File: config.mk
export PLATFORM = sky130hd
export DESIGN_NAME = hwpe_dma_ctrl
export DESIGN_NICKNAME = d
export VERILOG_FILES = /design/src/rtl/hwpe_dma_ctrl.sv
export SDC_FILE = /design/constraint.sdc
export NUM_CORES = 1
export LEC_CHECK = 0
export CAP_MARGIN = 30
export CORE_UTILIZATION = 50
export CTS_BUF_LIST = sky130_fd_sc_hd__clkbuf_2
export CTS_CLUSTER_DIAMETER = 60
export CTS_CLUSTER_SIZE = 40
export DETAILED_ROUTE_END_ITERATION = 10
export PLACE_DENSITY = 0.84
export SYNTH_ARGS = -nofsm -noshare
export SYNTH_HDL_FRONTEND = slang
export SYNTH_SLANG_ARGS = --single-unit
File: constraint.sdc
create_clock -name clk -period 10.1 [get_ports clk]
set_input_delay 3.03 -clock clk [delete_from_list [all_inputs] [get_ports clk]]
set_output_delay 3.03 -clock clk [all_outputs]
set_load 0.05 [all_outputs]
File: src/rtl/hwpe_dma_ctrl.sv
// rtl/hwpe_dma_ctrl.sv - fmap/kernel copy DMA controller; HWPE_DMA_KERN_EN compiles in the kernel phase
module hwpe_dma_ctrl #(
  parameter int ADDR_W = 16,
  parameter int DATA_W = 64,
  parameter int NBANK  = 2,
  parameter int LEN_W  = 16
) (
  input  logic              clk,
  input  logic              rst,
  input  logic              cfg_valid,
  output logic              cfg_ready,
  input  logic [LEN_W-1:0]  cfg_fmap_words,
  input  logic [ADDR_W-1:0] cfg_src_fmap_base,
  input  logic [ADDR_W-1:0] cfg_src_bank_stride,
  input  logic [ADDR_W-1:0] cfg_dst_fmap_base,
  input  logic [ADDR_W-1:0] cfg_dst_bank_stride,
  input  logic [LEN_W-1:0]  cfg_kern_words,
  input  logic [ADDR_W-1:0] cfg_src_kern_base,
  input  logic [ADDR_W-1:0] cfg_dst_kern_base,
  output logic              src_rd_en,
  output logic [ADDR_W-1:0] src_rd_addr,
  input  logic [DATA_W-1:0] src_rd_data,
  output logic              dma_wen,
  output logic [ADDR_W-1:0] dma_wa,
  output logic [DATA_W-1:0] dma_wd,
  input  logic              dma_ready,
  output logic              busy,
  output logic              done
);

  localparam logic [ADDR_W-1:0] STEP = ADDR_W'(DATA_W / 8);
  localparam int BW = (NBANK > 1) ? $clog2(NBANK) : 1;
  localparam logic [BW-1:0] LAST_BANK = BW'(NBANK - 1);

  typedef enum logic [2:0] {
    S_IDLE  = 3'd0,
    S_FMAP  = 3'd1,
`ifdef HWPE_DMA_KERN_EN
    S_KERN  = 3'd2,
`endif
    S_DRAIN = 3'd3,
    S_FIN   = 3'd4
  } state_e;

  state_e            state_q;
  logic [LEN_W-1:0]  fmap_words_q;
  logic [ADDR_W-1:0] src_stride_q;
  logic [ADDR_W-1:0] dst_stride_q;
  logic [BW-1:0]     bank_q;
  logic [LEN_W-1:0]  wrem_q;
  logic [ADDR_W-1:0] src_bank_q;
  logic [ADDR_W-1:0] dst_bank_q;
  logic [ADDR_W-1:0] src_ptr_q;
  logic [ADDR_W-1:0] dst_ptr_q;
`ifdef HWPE_DMA_KERN_EN
  logic [LEN_W-1:0]  kern_words_q;
  logic [ADDR_W-1:0] src_kern_q;
  logic [ADDR_W-1:0] dst_kern_q;
  logic [LEN_W-1:0]  kwrem_q;
`else
  logic              unused_kern_cfg;
  assign unused_kern_cfg = ^{cfg_kern_words, cfg_src_kern_base, cfg_dst_kern_base};
`endif

  // read return stage: dv_q marks src_rd_data valid this cycle, dv_addr_q is its destination
  logic              dv_q;
  logic [ADDR_W-1:0] dv_addr_q;
  logic [1:0]        cnt_q;
  logic [ADDR_W-1:0] buf_addr_q [2];
  logic [DATA_W-1:0] buf_data_q [2];

  logic       in_rd_phase;
  logic       issue;
  logic       fire;
  logic       pop_buf;
  logic       push;
  logic [1:0] pend;
  logic [1:0] left;

  // credit check: a read goes out only while buffered plus returning words stay below two
  always_comb begin
    pend        = cnt_q + {1'b0, dv_q};
    in_rd_phase = (state_q == S_FMAP);
`ifdef HWPE_DMA_KERN_EN
    if (state_q == S_KERN) in_rd_phase = 1'b1;
`endif
    issue   = in_rd_phase && (pend < 2'd2);
    fire    = dma_wen && dma_ready;
    pop_buf = fire && (cnt_q != 2'd0);
    push    = dv_q && !(fire && (cnt_q == 2'd0));
    left    = pend - {1'b0, fire};
  end

  assign src_rd_en   = issue;
  assign src_rd_addr = issue ? src_ptr_q : '0;
  assign dma_wen     = (cnt_q != 2'd0) || dv_q;
  assign dma_wa      = (cnt_q != 2'd0) ? buf_addr_q[0] : (dv_q ? dv_addr_q : '0);
  assign dma_wd      = (cnt_q != 2'd0) ? buf_data_q[0] : (dv_q ? src_rd_data : '0);
  assign cfg_ready   = (state_q == S_IDLE);
  assign busy        = (state_q != S_IDLE);
  assign done        = (state_q == S_FIN);

  // transfer sequencer: latches the job, walks banks then kernel words, waits for writes to drain
  always_ff @(posedge clk) begin
    if (rst) begin
      state_q      <= S_IDLE;
      fmap_words_q <= '0;
      src_stride_q <= '0;
      dst_stride_q <= '0;
      bank_q       <= '0;
      wrem_q       <= '0;
      src_bank_q   <= '0;
      dst_bank_q   <= '0;
      src_ptr_q    <= '0;
      dst_ptr_q    <= '0;
`ifdef HWPE_DMA_KERN_EN
      kern_words_q <= '0;
      src_kern_q   <= '0;
      dst_kern_q   <= '0;
      kwrem_q      <= '0;
`endif
    end else begin
      case (state_q)
        S_IDLE: begin
          if (cfg_valid) begin
            fmap_words_q <= cfg_fmap_words;
            src_stride_q <= cfg_src_bank_stride;
            dst_stride_q <= cfg_dst_bank_stride;
            bank_q       <= '0;
            wrem_q       <= cfg_fmap_words;
            src_bank_q   <= cfg_src_fmap_base;
            dst_bank_q   <= cfg_dst_fmap_base;
            src_ptr_q    <= cfg_src_fmap_base;
            dst_ptr_q    <= cfg_dst_fmap_base;
`ifdef HWPE_DMA_KERN_EN
            kern_words_q <= cfg_kern_words;
            src_kern_q   <= cfg_src_kern_base;
            dst_kern_q   <= cfg_dst_kern_base;
            kwrem_q      <= cfg_kern_words;
`endif
            if (cfg_fmap_words != '0) begin
              state_q <= S_FMAP;
            end
`ifdef HWPE_DMA_KERN_EN
            else if (cfg_kern_words != '0) begin
              state_q   <= S_KERN;
              src_ptr_q <= cfg_src_kern_base;
              dst_ptr_q <= cfg_dst_kern_base;
            end
`endif
            else begin
              state_q <= S_FIN;
            end
          end
        end
        S_FMAP: begin
          if (issue) begin
            if (wrem_q == LEN_W'(1)) begin
              if (bank_q == LAST_BANK) begin
`ifdef HWPE_DMA_KERN_EN
                if (kern_words_q != '0) begin
                  state_q   <= S_KERN;
                  src_ptr_q <= src_kern_q;
                  dst_ptr_q <= dst_kern_q;
                end else begin
                  state_q <= S_DRAIN;
                end
`else
                state_q <= S_DRAIN;
`endif
              end else begin
                bank_q     <= bank_q + 1'b1;
                wrem_q     <= fmap_words_q;
                src_bank_q <= src_bank_q + src_stride_q;
                dst_bank_q <= dst_bank_q + dst_stride_q;
                src_ptr_q  <= src_bank_q + src_stride_q;
                dst_ptr_q  <= dst_bank_q + dst_stride_q;
              end
            end else begin
              wrem_q    <= wrem_q - 1'b1;
              src_ptr_q <= src_ptr_q + STEP;
              dst_ptr_q <= dst_ptr_q + STEP;
            end
          end
        end
`ifdef HWPE_DMA_KERN_EN
        S_KERN: begin
          if (issue) begin
            if (kwrem_q == LEN_W'(1)) begin
              state_q <= S_DRAIN;
            end else begin
              kwrem_q   <= kwrem_q - 1'b1;
              src_ptr_q <= src_ptr_q + STEP;
              dst_ptr_q <= dst_ptr_q + STEP;
            end
          end
        end
`endif
        S_DRAIN: begin
          if (left == 2'd0) state_q <= S_FIN;
        end
        S_FIN: begin
          state_q <= S_IDLE;
        end
        default: begin
          state_q <= S_IDLE;
        end
      endcase
    end
  end

  // read return and 2-entry skid: returning data bypasses straight to the write port when the buffer is empty
  always_ff @(posedge clk) begin
    if (rst) begin
      dv_q          <= 1'b0;
      dv_addr_q     <= '0;
      cnt_q         <= 2'd0;
      buf_addr_q[0] <= '0;
      buf_addr_q[1] <= '0;
      buf_data_q[0] <= '0;
      buf_data_q[1] <= '0;
    end else begin
      dv_q <= issue;
      if (issue) dv_addr_q <= dst_ptr_q;
      if (pop_buf) begin
        buf_addr_q[0] <= buf_addr_q[1];
        buf_data_q[0] <= buf_data_q[1];
      end
      if (push) begin
        if ((cnt_q == 2'd0) || ((cnt_q == 2'd1) && pop_buf)) begin
          buf_addr_q[0] <= dv_addr_q;
          buf_data_q[0] <= src_rd_data;
        end else begin
          buf_addr_q[1] <= dv_addr_q;
          buf_data_q[1] <= src_rd_data;
        end
      end
      cnt_q <= cnt_q + {1'b0, push} - {1'b0, pop_buf};
    end
  end

endmodule

After elaboration in Yosys (flattened, before gate mapping)
Memory sizes are Yosys's and may differ from the RTL's. Cells that the tools add are included.

Register bits: 151. Memories kept: 2. Input bits: 196. Output and inout port bits: 101. Word-level logic and storage cells: 122. ROM bits: 0. RAM bits: 160. Latch bits: 0.

Memories: buf_data_q (words 2, width 64, read ports 2, clocked after Yosys merged registers in 0, write ports 2, line 70) `logic [DATA_W-1:0] buf_data_q [2];`; buf_addr_q (words 2, width 16, read ports 2, clocked after Yosys merged registers in 0, write ports 2, line 69) `logic [ADDR_W-1:0] buf_addr_q [2];`.

Add/subtract/negate cells: 10. Divide/modulo/power cells: 0. Eq/ne operators: 12. Reductions and logical operators: 21. Magnitude comparators: 1. Mux-type cells: 57. Shift-type cells: 0. Multipliers: 0. Bitwise logic cells: 6.

Operator list (number): $mux 16 (22); $mux 64 (5); $pmux 16 s2 (5); $add 16x16->16 (2); $add 16x4->16 const B (2); $mux 3 (6); $mux 1 (17); $eq 16x1->1 const B (1); $reduce_bool 16->1 (1); $sub 16x1->16 const B (1); $reduce_and 5->1 (2); $pmux 3 s3 (1); $ne 2x2->1 const B (4); $reduce_and 4->1 (2); $logic_and 1x1->1 (6); $or 1x1->1 (6); $add 2x1->2 (2); $logic_not 2->1 (2); $ne 2x1->1 const B (2); $reduce_bool 2->1 (2); $sub 2x1->2 (2); $eq 3x1->1 const B (1); $eq 3x2->1 const B (1); $eq 3x3->1 const B (1); 10 further kinds (11).

Depth between registers and ports, before layout
Depth after elaboration: 11. Gate-level depth with buffers: 10. Mapped depth without buffers: 9.

Worst setup path after synthesis
Ideal clock, no wire load.

Kind: in2out. Start: in src_rd_data[14]. End: out dma_wd[14]. Data required time: 7.070 ns. Setup slack: 3.621 ns. Path buffers: 0. Cell stages on the path: 2. Arrival: 3.449 ns. Cell sequence: nand3_1 > nand2_1.

Word-level cells in the longest chain between the ends: 2.

RTL lines: start, declared (line 22) `input logic [DATA_W-1:0] src_rd_data,`; $mux 64 (2 in series) (line 98) `assign dma_wd = (cnt_q != 2'd0) ? buf_data_q[0] : (dv_q ? src_rd_data : '0);`; end, declared (line 25) `output logic [DATA_W-1:0] dma_wd,`.

No other way between the ends.

Worst setup path in the final report
Start: in src_rd_data[24]. End: out dma_wd[24].

The elaborated chain is that of the path after synthesis.

==> flow_summary.toml <==
[global_routing]
antenna_found_initial = 3
overflow = 0
grt_max_degree = 102
grt_use_total_pct = 27.5
grt_pass1_wl_mm = 76.6
grt_pass1_vias = 15000

[placed_design]
detailed_place_hpwl_mm = 31.5
place_congestion = 0.906
portBuffers = 248
dp_slack_ns = 2.44

[power]
finalPower_w = 0.00410
p_leak_nw = 7.65
ir_drop_uv = 119
pwr_density_cell_nw_per_um2 = 207

[route]
ant_nets = 0
vias = 15900
wire_per_inst_um = 18.5
drt_first_pass_iters = 9
drt_wl_total_mm = 48.3
drc = 0
vias_per_cell = 6.10
first_iter_violations = 1548

[floorplan]
dieArea_um2 = 34500
initial_utilization_pct = 51.4
num_io_pins = 297
core_um2 = 32900
die_w_um = 186
core.rowCount = 66
die_h_um = 186

[setup_path]
cp_max_fo = 3
start_kind = "input pin"
cp-end-kind = "output pin"
r2r-end = "src_ptr_q[12]"
cp.required_ns = 7.07
critPathKind = "input pin to output pin"
arrival_ns = 4.64
timing.rr.start = "cnt_q[0]"
r2r_cells = 8
r2r_setup_slack_ns = 6.01

[synthesis]
syn_area_um2 = 16900
async_reset_ff_share_pct = 0
synthesis.nets = 2238
yosys_register_bits = 311
synth_cells = 2003
yosys_warnings = 0
synthFlopType = "edfxtp_1"
synth.largest_area_cell = "edfxtp_1"
yosysSeqAreaShare_pct = 46.4
synth_edf_count = 160
synth_top_cell_area_share_pct = 28.5
ys_types = 81
syn_area_per_cell_um2 = 8.43
ys_top_cells_by_area = "edfxtp_1 28%, dfxtp_1 18%, nand2_1 8.7%"

[sta]
tightest_slew_ns = 0.945
max_freq_ghz = 0.130
rsz0062_at_grt = "no"
final_max_slew_viol_count = 0
hold_viol_final = 0
hold-worst-slack_ns = 0.459
slew_headroom_pct = 37.0
fin_skew_ns = 0.0847
layout_min_cycle_time_ns = 7.67
post-route-period-util_pct = 76.0
tns_ns = 0
setup_viol = 0
setup_slack_ns = 2.43

[clock_network]
hold_buffers = 0
htree_levels = 1
cts_made_buffers = 26
clkSinkCount = 311
clk_path_buf_depth = 3
clk_pin_slew_ns = 0.31
clock_latency_ns = 0.97
root_buffer = "clkbuf_2"
cts_resized = 0
post_cts_buffers = 0
tritoncts = "built"

[min_path]
whs_endpoint = "dv_addr_q[0]"
hold_class = "flip-flop to flip-flop"
holdPathStages = 2
hp-start = "dst_ptr_q[0]"

[layout]
regArea_um2 = 7830
finish.utilization_pct = 60.3
area_delta_synth_final_pct = 17.5
nNetsFinal = 2381
multi_input_area_um2 = 8390
drive_above_1_share_pct = 4.43
fill_cells = 2853

[flow_run]
drv_cap = 0

[outcome]
outcome = "completed"
==> worst max-delay path, stage by stage <==
cell	delay, ns
clkdlybuf4s50_1	0.55
nand3_1	0.10
nand2_1	0.13
clkdlybuf4s50_1	0.84
==> worst max-delay path by stage <==
stage	start	endpoint	depth (start not counted)
final	src_rd_data[24]	dma_wd[24]	4
after global routing	cnt_q[0]	src_rd_en	5
after CTS	src_rd_data[52]	dma_wd[52]	4
after detailed placement	src_rd_data[52]	dma_wd[52]	4
after global placement	src_rd_data[24]	dma_wd[24]	4
after floorplan	src_rd_data[14]	dma_wd[14]	2
==> placed cells by master, fill, tap and decap left out, types with 5 or more instances in the layout <==
master           count
a2111oi_0            6
a211o_1             12
a211oi_1            17
a21o_1              17
a21oi_1            134
a311o_1              5
a311oi_1            26
a31oi_1             18
and2_1              90
and3_1              25
buf_4               18
clkbuf_2            30
clkdlybuf4s50_1    247
dfxtp_1            150
edfxtp_1           160
ha_1                37
inv_1               16
mux2i_1             12
nand2_1            388
nand3_1            107
nand4_1             11
nor2_1             177
nor3_1             190
nor4_1              13
o211a_1              5
o211ai_1            24
o21a_1              13
o21ai_0             50
o21ai_1              5
o31ai_1              5
or3_1                8
or4_1                5
xnor2_1             17
xor2_1              18
==> cell usage after synthesis (all sizes together) (4+ instances only) <==
master	instances
a211o	12
and4	4
a21o	17
nand3	107
nand2b	4
a21oi	134
nand2	392
o21ai	56
a311oi	26
buf	23
mux2i	12
a31oi	18
ha	37
o31ai	5
a311o	5
o211a	6
or3	10
or4	5
clkbuf	131
nor4	13
nor2	181
a221oi	4
edfxtp	160
nor3b	5
xnor2	18
and2	91
dfxtp	151
o211ai	24
o21a	13
inv	16
xor2	18
nor3	193
a2111oi	9
a211oi	17
o31a	4
and3	25
nand4	12
==> flip-flops by register name, indices dropped and copies added (netlist names) <==
name	cells
src_bank_q	16
dst_bank_q	16
dv_addr_q	16
buf_data_q	128
src_stride_q	16
src_ptr_q	16
dv_q	1
cnt_q	2
buf_addr_q	32
dst_stride_q	16
state_q	3
bank_q	1
dst_ptr_q	16
fmap_words_q	16
wrem_q	16
==> final cells by class <==
class                           count  share of cell area [%]
Inverter                           17                   0.322
Clock buffer                       30                   0.757
Multi-Input combinational cell   1521                    42.3
Sequential cell                   311                    39.5
Tap cell                          442                    2.79
Clock inverter                     18                   0.719
Timing Repair Buffer              269                    13.6
Antenna cell                        2                  0.0252
==> through the flow <==
stage | cell area (µm²) | std cells
after floorplan | 16900 | 2003
after global placement | 19500 | 2557
after detailed placement | 19500 | 2559
after CTS | 19800 | 2607
after global routing | 19800 | 2610
final | 19800 | 2610
==> cells by family (layout without fill, tap and decap cells) <==
| logic type | count (synthesis) | count (layout) | share of synthesized area [%] |
|---|---|---|---|
| AOI/OAI and AO/OA | 379 | 379 | 14.9 |
| xor gates and xnor gates | 36 | 36 | 1.91 |
| adders and majority gates | 39 | 39 | 2.98 |
| buffers and inverters | 171 | 334 | 4.15 |
| DFF | 311 | 311 | 46.4 |
| muxes | 12 | 12 | 0.712 |
| other | 0 | 2 | 0 |
| and+or+nand+nor | 1055 | 1055 | 29.0 |
==> report_power, final <==
group          switching, W  internal [W]
clock network      0.000448      0.000107
logic               0.00129      0.000578
registers          0.000119       0.00155
==> layer usage <==
layer	share of wire, %	up-vias	track usage (%)
met5	0.037	-	0
met1	40	7463	36.9
met3	9.9	107	3.54
met2	47	903	45.1
li1	-	7440	-
met4	3.4	2	10.2
Note: power is estimated with default switching activity, not from simulation.
